`config.mk`:
```
export PLATFORM = sky130hd
export DESIGN_NAME = regfile_mp
export DESIGN_NICKNAME = d
export VERILOG_FILES = /design/src/rtl/regfile_mp.sv
export SDC_FILE = /design/constraint.sdc
export NUM_CORES = 1
export LEC_CHECK = 0
export CAP_MARGIN = 10
export CORE_MARGIN = 2
export CORE_UTILIZATION = 30
export DETAILED_ROUTE_END_ITERATION = 12
export GPL_ROUTABILITY_DRIVEN = 0
export SYNTH_ARGS = -nofsm -noshare
export SYNTH_HDL_FRONTEND = slang
export SYNTH_SLANG_ARGS = --single-unit
```
`constraint.sdc`:
```
create_clock -name clk -period 5.1 [get_ports clk]
set_input_delay 0.51 -clock clk [delete_from_list [all_inputs] [get_ports clk]]
set_output_delay 0.51 -clock clk [all_outputs]
set_load 0.03 [all_outputs]
```
`src/rtl/regfile_mp.sv`:
```
// Multi-port register file: hard zero, GP registers, SP, PC, flags and a pending scoreboard.
// Two registered read ports with optional write forwarding; wr2 beats wr1 on a collision.
module regfile_mp #(
    parameter int                DATA_W   = 16,
    parameter int                NUM_GP   = 8,
    parameter int                FLAG_W   = 8,
    parameter bit                BYPASS   = 1'b1,
    parameter logic [DATA_W-1:0] PC_STEP  = DATA_W'(1),
    parameter logic [DATA_W-1:0] RESET_PC = '0,
    parameter logic [DATA_W-1:0] RESET_SP = '0,
    localparam int               IDX_W    = $clog2(NUM_GP + 3)
) (
    input  logic              clk,
    input  logic              rst_n,
    input  logic [IDX_W-1:0]  rd1_num,
    input  logic [IDX_W-1:0]  rd2_num,
    output logic [DATA_W-1:0] rd1_value,
    output logic [DATA_W-1:0] rd2_value,
    output logic              rd1_pending,
    output logic              rd2_pending,
    input  logic              wr1_en,
    input  logic              wr2_en,
    input  logic [IDX_W-1:0]  wr1_num,
    input  logic [IDX_W-1:0]  wr2_num,
    input  logic [DATA_W-1:0] wr1_value,
    input  logic [DATA_W-1:0] wr2_value,
    input  logic              fetch_we,
    input  logic [DATA_W-1:0] fetch_value,
    input  logic              pc_inc,
    output logic [DATA_W-1:0] pc_value,
    input  logic              sp_push,
    input  logic              sp_pop,
    input  logic [FLAG_W-1:0] flags_we,
    input  logic [FLAG_W-1:0] flags_in,
    output logic [FLAG_W-1:0] flags_out,
    input  logic              reserve_en,
    input  logic [IDX_W-1:0]  reserve_num
);

    localparam int               NUM_SLOT = 2 ** IDX_W;
    localparam logic [IDX_W-1:0] SP_NUM   = IDX_W'(NUM_GP + 1);
    localparam logic [IDX_W-1:0] PC_NUM   = IDX_W'(NUM_GP + 2);

    logic [DATA_W-1:0] gp_q [NUM_GP];
    logic [DATA_W-1:0] gp_d [NUM_GP];
    logic [DATA_W-1:0] sp_q, sp_d;
    logic [DATA_W-1:0] pc_q, pc_d;
    logic [FLAG_W-1:0] flags_q, flags_d;
    logic [NUM_SLOT-1:0] pend_q, pend_d;
    logic [NUM_SLOT-1:0] pend_view;
    logic [DATA_W-1:0] rd_view [NUM_SLOT];

    logic [DATA_W-1:0] rd1_value_q, rd1_value_d;
    logic [DATA_W-1:0] rd2_value_q, rd2_value_d;
    logic              rd1_pending_q, rd1_pending_d;
    logic              rd2_pending_q, rd2_pending_d;

    logic wr1_hit, wr2_hit;

    function automatic logic is_mapped(input logic [IDX_W-1:0] num);
        return (num != '0) && (num <= PC_NUM);
    endfunction

    assign wr1_hit = wr1_en && is_mapped(wr1_num);
    assign wr2_hit = wr2_en && is_mapped(wr2_num);

    always_comb begin
        gp_d = gp_q;
        for (int i = 0; i < NUM_GP; i++) begin
            if (wr2_hit && (wr2_num == IDX_W'(i + 1))) begin
                gp_d[i] = wr2_value;
            end else if (wr1_hit && (wr1_num == IDX_W'(i + 1))) begin
                gp_d[i] = wr1_value;
            end
        end
    end

    // Push and pop together cancel out and the SP holds.
    always_comb begin
        sp_d = sp_q;
        if (wr2_hit && (wr2_num == SP_NUM)) begin
            sp_d = wr2_value;
        end else if (wr1_hit && (wr1_num == SP_NUM)) begin
            sp_d = wr1_value;
        end else if (sp_push && !sp_pop) begin
            sp_d = sp_q - DATA_W'(1);
        end else if (sp_pop && !sp_push) begin
            sp_d = sp_q + DATA_W'(1);
        end
    end

    always_comb begin
        pc_d = pc_q;
        if (wr2_hit && (wr2_num == PC_NUM)) begin
            pc_d = wr2_value;
        end else if (wr1_hit && (wr1_num == PC_NUM)) begin
            pc_d = wr1_value;
        end else if (fetch_we) begin
            pc_d = fetch_value;
        end else if (pc_inc) begin
            pc_d = pc_q + PC_STEP;
        end
    end

    assign flags_d = (flags_q & ~flags_we) | (flags_in & flags_we);

    // A reserve in the same cycle as a write leaves the bit set: the new producer wins.
    always_comb begin
        pend_d = '0;
        for (int r = 1; r <= NUM_GP + 2; r++) begin
            if (reserve_en && (reserve_num == IDX_W'(r))) begin
                pend_d[r] = 1'b1;
            end else if ((wr1_hit && (wr1_num == IDX_W'(r))) ||
                         (wr2_hit && (wr2_num == IDX_W'(r)))) begin
                pend_d[r] = 1'b0;
            end else begin
                pend_d[r] = pend_q[r];
            end
        end
    end

    // Unmapped slots and slot 0 stay zero in the read view.
    always_comb begin
        for (int s = 0; s < NUM_SLOT; s++) begin
            rd_view[s] = '0;
        end
        for (int i = 0; i < NUM_GP; i++) begin
            rd_view[i + 1] = gp_q[i];
        end
        rd_view[SP_NUM] = sp_q;
        rd_view[PC_NUM] = pc_q;
        if (BYPASS) begin
            if (wr1_hit) begin
                rd_view[wr1_num] = wr1_value;
            end
            if (wr2_hit) begin
                rd_view[wr2_num] = wr2_value;
            end
        end
    end

    assign pend_view     = BYPASS ? pend_d : pend_q;
    assign rd1_value_d   = rd_view[rd1_num];
    assign rd2_value_d   = rd_view[rd2_num];
    assign rd1_pending_d = pend_view[rd1_num];
    assign rd2_pending_d = pend_view[rd2_num];

    always_ff @(posedge clk) begin
        if (!rst_n) begin
            for (int i = 0; i < NUM_GP; i++) begin
                gp_q[i] <= '0;
            end
            sp_q          <= RESET_SP;
            pc_q          <= RESET_PC;
            flags_q       <= '0;
            pend_q        <= '0;
            rd1_value_q   <= '0;
            rd2_value_q   <= '0;
            rd1_pending_q <= 1'b0;
            rd2_pending_q <= 1'b0;
        end else begin
            for (int i = 0; i < NUM_GP; i++) begin
                gp_q[i] <= gp_d[i];
            end
            sp_q          <= sp_d;
            pc_q          <= pc_d;
            flags_q       <= flags_d;
            pend_q        <= pend_d;
            rd1_value_q   <= rd1_value_d;
            rd2_value_q   <= rd2_value_d;
            rd1_pending_q <= rd1_pending_d;
            rd2_pending_q <= rd2_pending_d;
        end
    end

    assign rd1_value   = rd1_value_q;
    assign rd2_value   = rd2_value_q;
    assign rd1_pending = rd1_pending_q;
    assign rd2_pending = rd2_pending_q;
    assign pc_value    = pc_q;
    assign flags_out   = flags_q;

endmodule

```
After elaboration in Yosys (flattened, before gate mapping)
Index checks and enable logic that the tools add are counted.
{"block": "word_totals", "input_bits": 93, "reg_bits": 212, "elab_cells": 191, "output_inout_bits": 58}
{"block": "op_classes", "order_cmp": 10, "eq_ne": 30, "reduce_logical": 62, "add_sub_neg": 3, "mux": 62, "bitwise_logic": 8}
{"cell": "$bwmux 256", "n": 2}
{"cell": "$mux 256", "n": 2}
{"cell": "$mux 16", "n": 30}
{"cell": "$bmux 16 s4", "n": 2}
{"cell": "$demux 16 s4", "n": 2}
{"cell": "$eq 4x3->1 const B", "n": 12}
{"cell": "$logic_and 1x1->1", "n": 38}
{"cell": "$eq 4x4->1 const B", "n": 9}
{"cell": "$add 16x1->16 const B", "n": 2}
{"cell": "$eq 4x2->1 const B", "n": 6}
{"cell": "$mux 1", "n": 22}
{"cell": "$ge 5x5->1 const B", "n": 4}
{"cell": "$not 4->5", "n": 4}
{"cell": "$and 8x8->8", "n": 2}
{"cell": "$reduce_bool 2->1", "n": 8}
{"cell": "$reduce_bool 4->1", "n": 4}
{"cell": "$sub 16x1->16 const B", "n": 1}
{"cell": "$eq 4x1->1 const B", "n": 3}
{"cell": "$logic_or 1x1->1", "n": 10}
{"cell": "$lt 4x5->1 const B", "n": 2}
{"cell": "$lt 5x1->1 const B", "n": 2}
{"cell": "$bmux 1 s4", "n": 2}
{"cell": "$le 4x4->1 const B", "n": 2}
{"cell": "$not 8->8", "n": 1}
{"cell": "other kinds (2)", "n": 3}

Longest topological paths before layout
{"block": "logic_depth", "ltp_word": 12, "depth_mapped": 10, "depth_no_buf": 10}

Worst setup path after synthesis
Ideal clock, no wire load.
{"block": "synth_path", "path_kind": "input to register", "startpoint": "input sp_pop", "endpoint": "register sp_q[8]", "arrival_ns": 2.545, "path_slack_ns": 2.440, "required_ns": 4.985, "path_stages": 9, "cell_sequence": "inv_1 -> ha_1 -> ha_1 -> nor2b_1 -> o31a_1 -> o22ai_1 -> xor2_1 -> o2bb2ai_1 -> a2111oi_0"}
{"block": "synth_between", "elab_chain_cells": 5, "elab_cells_between_ends": 7, "classes_between": "mux (3); reduce/logical (4)"}
{"element": "start: declaration", "line": "32", "source": "input logic sp_pop,"}
{"element": "$logic_not 1->1", "line": "85", "source": "end else if (sp_push && !sp_pop) begin"}
{"element": "$logic_and 1x1->1", "line": "85"}
{"element": "$mux 16", "line": "85"}
{"element": "$mux 16", "line": "83", "source": "end else if (wr1_hit && (wr1_num == SP_NUM)) begin"}
{"element": "$mux 16", "line": "81", "source": "if (wr2_hit && (wr2_num == SP_NUM)) begin"}
{"element": "end signal: assignment", "line": "165", "source": "sp_q <= sp_d;"}
{"element": "end: declaration", "line": "46", "source": "logic [DATA_W-1:0] sp_q, sp_d;"}
Parallel ways exist; a longest one is shown, timed or not.
A chain may end at the register's enable or synchronous reset.

Final worst setup path
{"block": "layout_path", "startpoint": "input wr1_num[2]", "endpoint": "register rd2_value_q[2] (netlist: rd2_value[2])"}
{"block": "layout_between", "elab_chain_cells": 12, "elab_cells_between_ends": 17, "classes_between": "order compare (3); mux (9); bitwise (1); reduce/logical (4)"}
{"element": "start: declaration", "line": "23", "source": "input logic [IDX_W-1:0] wr1_num,"}
{"element": "$not 4->5 (not written as such)", "line": "134", "source": "rd_view[wr1_num] = wr1_value;"}
{"element": "$ge 5x5->1 (not written as such) / $lt 5x1->1 (equally long branches)", "line": "134"}
{"element": "$logic_and 1x1->1 (not written as such)", "line": "134"}
{"element": "$mux 16 (not written as such)", "line": "134"}
{"element": "$demux 16 s4", "line": "134"}
{"element": "$bwmux 256", "line": "134"}
{"element": "$mux 256 (*)", "line": "133", "source": "if (wr1_hit) begin"}
{"element": "$bwmux 256", "line": "137", "source": "rd_view[wr2_num] = wr2_value;"}
{"element": "$mux 256 (*)", "line": "136", "source": "if (wr2_hit) begin"}
{"element": "$bmux 16 s4 (*)", "line": "144", "source": "assign rd2_value_d = rd_view[rd2_num];"}
{"element": "$mux 16 (not written as such) (*) (2 in series)", "line": "144"}
{"element": "end signal: assignment", "line": "170", "source": "rd2_value_q <= rd2_value_d;"}
{"element": "end: declaration", "line": "54", "source": "logic [DATA_W-1:0] rd2_value_q, rd2_value_d;"}
Every way passes the cells marked *; elsewhere a longest branch is shown, timed or not. The select of a mux whose other input is x is not followed.

==> impl_metrics.yaml <==
outcome:
  run_status: "finished clean"
die:
  pin_count: 151
  die-area_mm2: 0.0487
  initial_core_util: 0.303
  std_cell_rows: 79
  dieWidth_um: 221
  core_area_mm2: 0.0465
  die_height_um: 221
global_routing:
  grt_remaining_overflow: 0
  grt_pass1_wl_um: 101000
  maximum_number_of_pins_on_one_net_before_global_route_repair: 68
  vias_in_the_first_global_route: 15673
  antenna_found_initial: 2
  grt_util_all_layers: 0.274
run:
  cap_viol_max_count: 0
logic_synthesis:
  synth_enable_flop_cells: 0
  number_of_warning_messages_in_the_yosys_log: 0
  avgSynthCellArea_um2: 7.46
  ys_dominant_reg_cell: "sky130_fd_sc_hd__dfxtp_1"
  yosysUniqueCellTypes: 76
  mappedNetlistArea_mm2: 0.0141
  number_of_nets_produced_by_synthesis: 1997
  postSynthCellCount: 1887
  number_of_synthesized_register_bits: 212
  yosysSeqAreaShare: 0.302
  synth-async-reset-ratio: 0
sta:
  timing.final.crit_share: 0.674
  final_critical_path_setup_slack_ns: 1.66
  worst-slew-pin-transition_ns: 1.25
  final_hold_viol_count: 0
  setup_total_negative_slack_ns: 0
  drv_slew: 0
  rsz0062_at_grt: "false"
  finalSetupViolCount: 0
  worst_hold_slack_ns: 0.496
  clock-skew-final_ns: 0.0115
  worst_slew_margin_rel: 0.169
  maximum_clock_frequency_mhz: 291
  final_period_minus_worst_setup_slack_ns: 3.44
power:
  finalPower_mw: 4.82
  ir_drop_mv: 0.237
  pwr_density_cell_mw_per_mm2: 285
  leakage_nw: 5.98
finish:
  num-nets-final: 2044
  layout_filler_cell_count: 4853
  fin_util: 0.364
  antenna-diode-count: 0
  final_layout_size_suffix_gt1_frac: 0.0680
  flow.area_growth_from_synthesis_pct: 20.2
  area_of_the_multi_input_gates_mm2: 0.00898
  layoutNonFillerInstCount: 2562
  area_taken_by_flip_flops_and_latches_mm2: 0.00424
  finish.instance_area_mm2: 0.0169
clocking:
  cts_root_buf: "sky130_fd_sc_hd__clkbuf_16"
  cts_max_level: 1
  numClockSinks: 212
  postCtsSetupBuffers: 0
  clkSlewWorstSetupHoldPaths_ns: 0.06
  insertion_delay_ns: 0.57
  post_cts.resized_instances: 0
  cts.path.max_buffers: 3
  cts_tree: "built"
  cts_buffers: 27
  cts.hold.buffers_added: 0
setup_path:
  timing.critical_path.from_type: "input port"
  r2r_slack_ns: 2.65
  endpoint: "rd2_value[2]"
  timing.rr.start: "sp_q[0]"
  cp_num_buf_inv: 1
  worst_setup_path_end_kind: "flop"
  timing.critical_path.arrival_ns: 3.89
  worst_setup_path_startpoint: "wr1_num[2]"
  max_stage_delay_ns: 0.93
  cpMaxStageDelayCell: "sky130_fd_sc_hd__and3b_1"
  path_cells: "clkdlybuf4s50_1 > and3b_1 > nand2_1 > a221oi_1 > o32ai_1 > o21a_1 > a311o_1"
  crit_family: "simple AND/OR/NAND/NOR gates"
  path_depth: 7
  r2r.worst_path.cells: 8
  data_required_time_at_the_worst_endpoint_ns: 5.55
  r2r_end: "sp_q[8]"
  timing.critical_path.fanout_max: 18
  path_class: "input port to flop"
min_path:
  min_delay_path_depth: 2
  min_path_type: "flop to flop"
placement:
  dp_worst_setup_slack_ns: 1.31
  detailed_place_hpwl_um: 47700
  placed_cell_area_mm2: 0.0160
  cell_count_after_placement: 2511
  port_buffers: 150
detailed_routing:
  detailedRoute.firstPassIterationCount: 7
  initialDrtViolationCount: 2503
  antenna_left: 0
  routedWlPerCell_um: 26.8
  remaining_drc_errors: 0
  postRouteWirelength_um: 68800
  via_count: 16666
  number_of_vias_per_cell_after_detailed_routing: 6.51
## Yosys cell counts (17+ instances only)
cell type,number,area (um^2)
sky130_fd_sc_hd__nand4_1,19,119
sky130_fd_sc_hd__nand2b_1,18,113
sky130_fd_sc_hd__a22oi_1,39,293
sky130_fd_sc_hd__dfxtp_1,212,4240
sky130_fd_sc_hd__o21ai_0,154,771
sky130_fd_sc_hd__a21oi_1,87,435
sky130_fd_sc_hd__a311oi_1,54,473
sky130_fd_sc_hd__nor3_1,96,480
sky130_fd_sc_hd__inv_1,20,75.1
sky130_fd_sc_hd__o211ai_1,17,128
sky130_fd_sc_hd__buf_1,20,75.1
sky130_fd_sc_hd__buf_2,28,140
sky130_fd_sc_hd__nand2_1,156,586
sky130_fd_sc_hd__o2bb2ai_1,18,158
sky130_fd_sc_hd__a221oi_1,25,219
sky130_fd_sc_hd__nor2_1,143,537
sky130_fd_sc_hd__xnor2_1,21,184
sky130_fd_sc_hd__mux2i_1,52,521
sky130_fd_sc_hd__nand3_1,95,475
sky130_fd_sc_hd__a31oi_1,80,500
sky130_fd_sc_hd__o22ai_1,24,150
sky130_fd_sc_hd__clkbuf_1,138,518
sky130_fd_sc_hd__and2_1,113,707
sky130_fd_sc_hd__a22o_1,20,175
## final cells by class
| cell class | count | share of cell area |
|---|---|---|
| clock buffers | 35 | 0.0441 |
| clock inverters | 15 | 0.00947 |
| inverters | 20 | 0.00444 |
| multi-input cells | 1463 | 0.531 |
| flip-flops and latches | 212 | 0.251 |
| well taps | 607 | 0.0449 |
| repair buffers | 210 | 0.115 |
## registers in the layout (all words and copies together) (netlist names), named ones only
name and count:
gp_q 128, pend_q 10, rd1_pending 1, rd2_pending 1, rd1_value 16, rd2_value 16
sp_q 16, pc_value 16
## worst register-to-register path: cells and delay by family (launching register included)
family                   cells  cell delay [ns]
adder cells (fa/ha/maj)      1             0.46
AND/OR/NAND/NOR              1             0.16
buffers and inverters        1             0.10
AO/OA/AOI/OAI                4             0.96
flip-flops                   1             0.44
XOR/XNOR                     1             0.20
## worst min-delay path by stage
stage | startpoint | endpoint
3_5_place_dp | flop | flop
6_report | flop | flop
4_1_cts | pend_q[3] | pend_q[3]
2_1_floorplan | sp_q[6] | sp_q[6]
5_1_grt | flop | flop
3_3_place_gp | flop | flop
## where the power goes
| part | internal (mW) | total [mW] | switching, mW |
|---|---|---|---|
| Combinational | 0.351 | 1.01 | 0.660 |
| Sequential | 1.74 | 1.81 | 0.0719 |
| Clock | 1.18 | 2.00 | 0.820 |
## cell families after synthesis
kind of cell	after synthesis	share of synthesized area
flops	212	0.302
xor+xnor	28	0.0174
fa+ha+maj	17	0.0156
simple gates	731	0.261
compound gates	634	0.305
buf+inv	212	0.0622
mux	53	0.0378
## layer usage
metal	wire, um	part of all wire	up-vias	global-route usage
met4	4750	0.069	2	0.162
met5	14	0.00020	-	0.00404
met3	9250	0.13	330	0.0768
met2	28600	0.42	1415	0.405
met1	26200	0.38	7776	0.355
li1	-	-	7143	-
## layout by cell type, fill, tap and decap left out, types with 12 or more instances in the layout
cell / instances
sky130_fd_sc_hd__or3_1: 12
sky130_fd_sc_hd__o21ai_0: 154
sky130_fd_sc_hd__buf_4: 61
sky130_fd_sc_hd__nor3_1: 96
sky130_fd_sc_hd__o22ai_1: 24
sky130_fd_sc_hd__o211ai_1: 17
sky130_fd_sc_hd__nor2_1: 143
sky130_fd_sc_hd__nor2b_1: 12
sky130_fd_sc_hd__a311oi_1: 54
sky130_fd_sc_hd__nand3_1: 95
sky130_fd_sc_hd__a31oi_1: 80
sky130_fd_sc_hd__a22o_1: 20
sky130_fd_sc_hd__clkbuf_16: 27
sky130_fd_sc_hd__nand2_1: 156
sky130_fd_sc_hd__o2bb2ai_1: 18
sky130_fd_sc_hd__clkdlybuf4s50_1: 149
sky130_fd_sc_hd__mux2i_1: 52
sky130_fd_sc_hd__o31ai_1: 16
sky130_fd_sc_hd__a22oi_1: 39
sky130_fd_sc_hd__nand2b_1: 18
sky130_fd_sc_hd__dfxtp_1: 212
sky130_fd_sc_hd__a221oi_1: 25
sky130_fd_sc_hd__inv_1: 19
sky130_fd_sc_hd__ha_1: 16
sky130_fd_sc_hd__nand4_1: 19
sky130_fd_sc_hd__a21oi_1: 87
sky130_fd_sc_hd__and2_1: 113
sky130_fd_sc_hd__xnor2_1: 21
(Power assumes the default switching activity.)
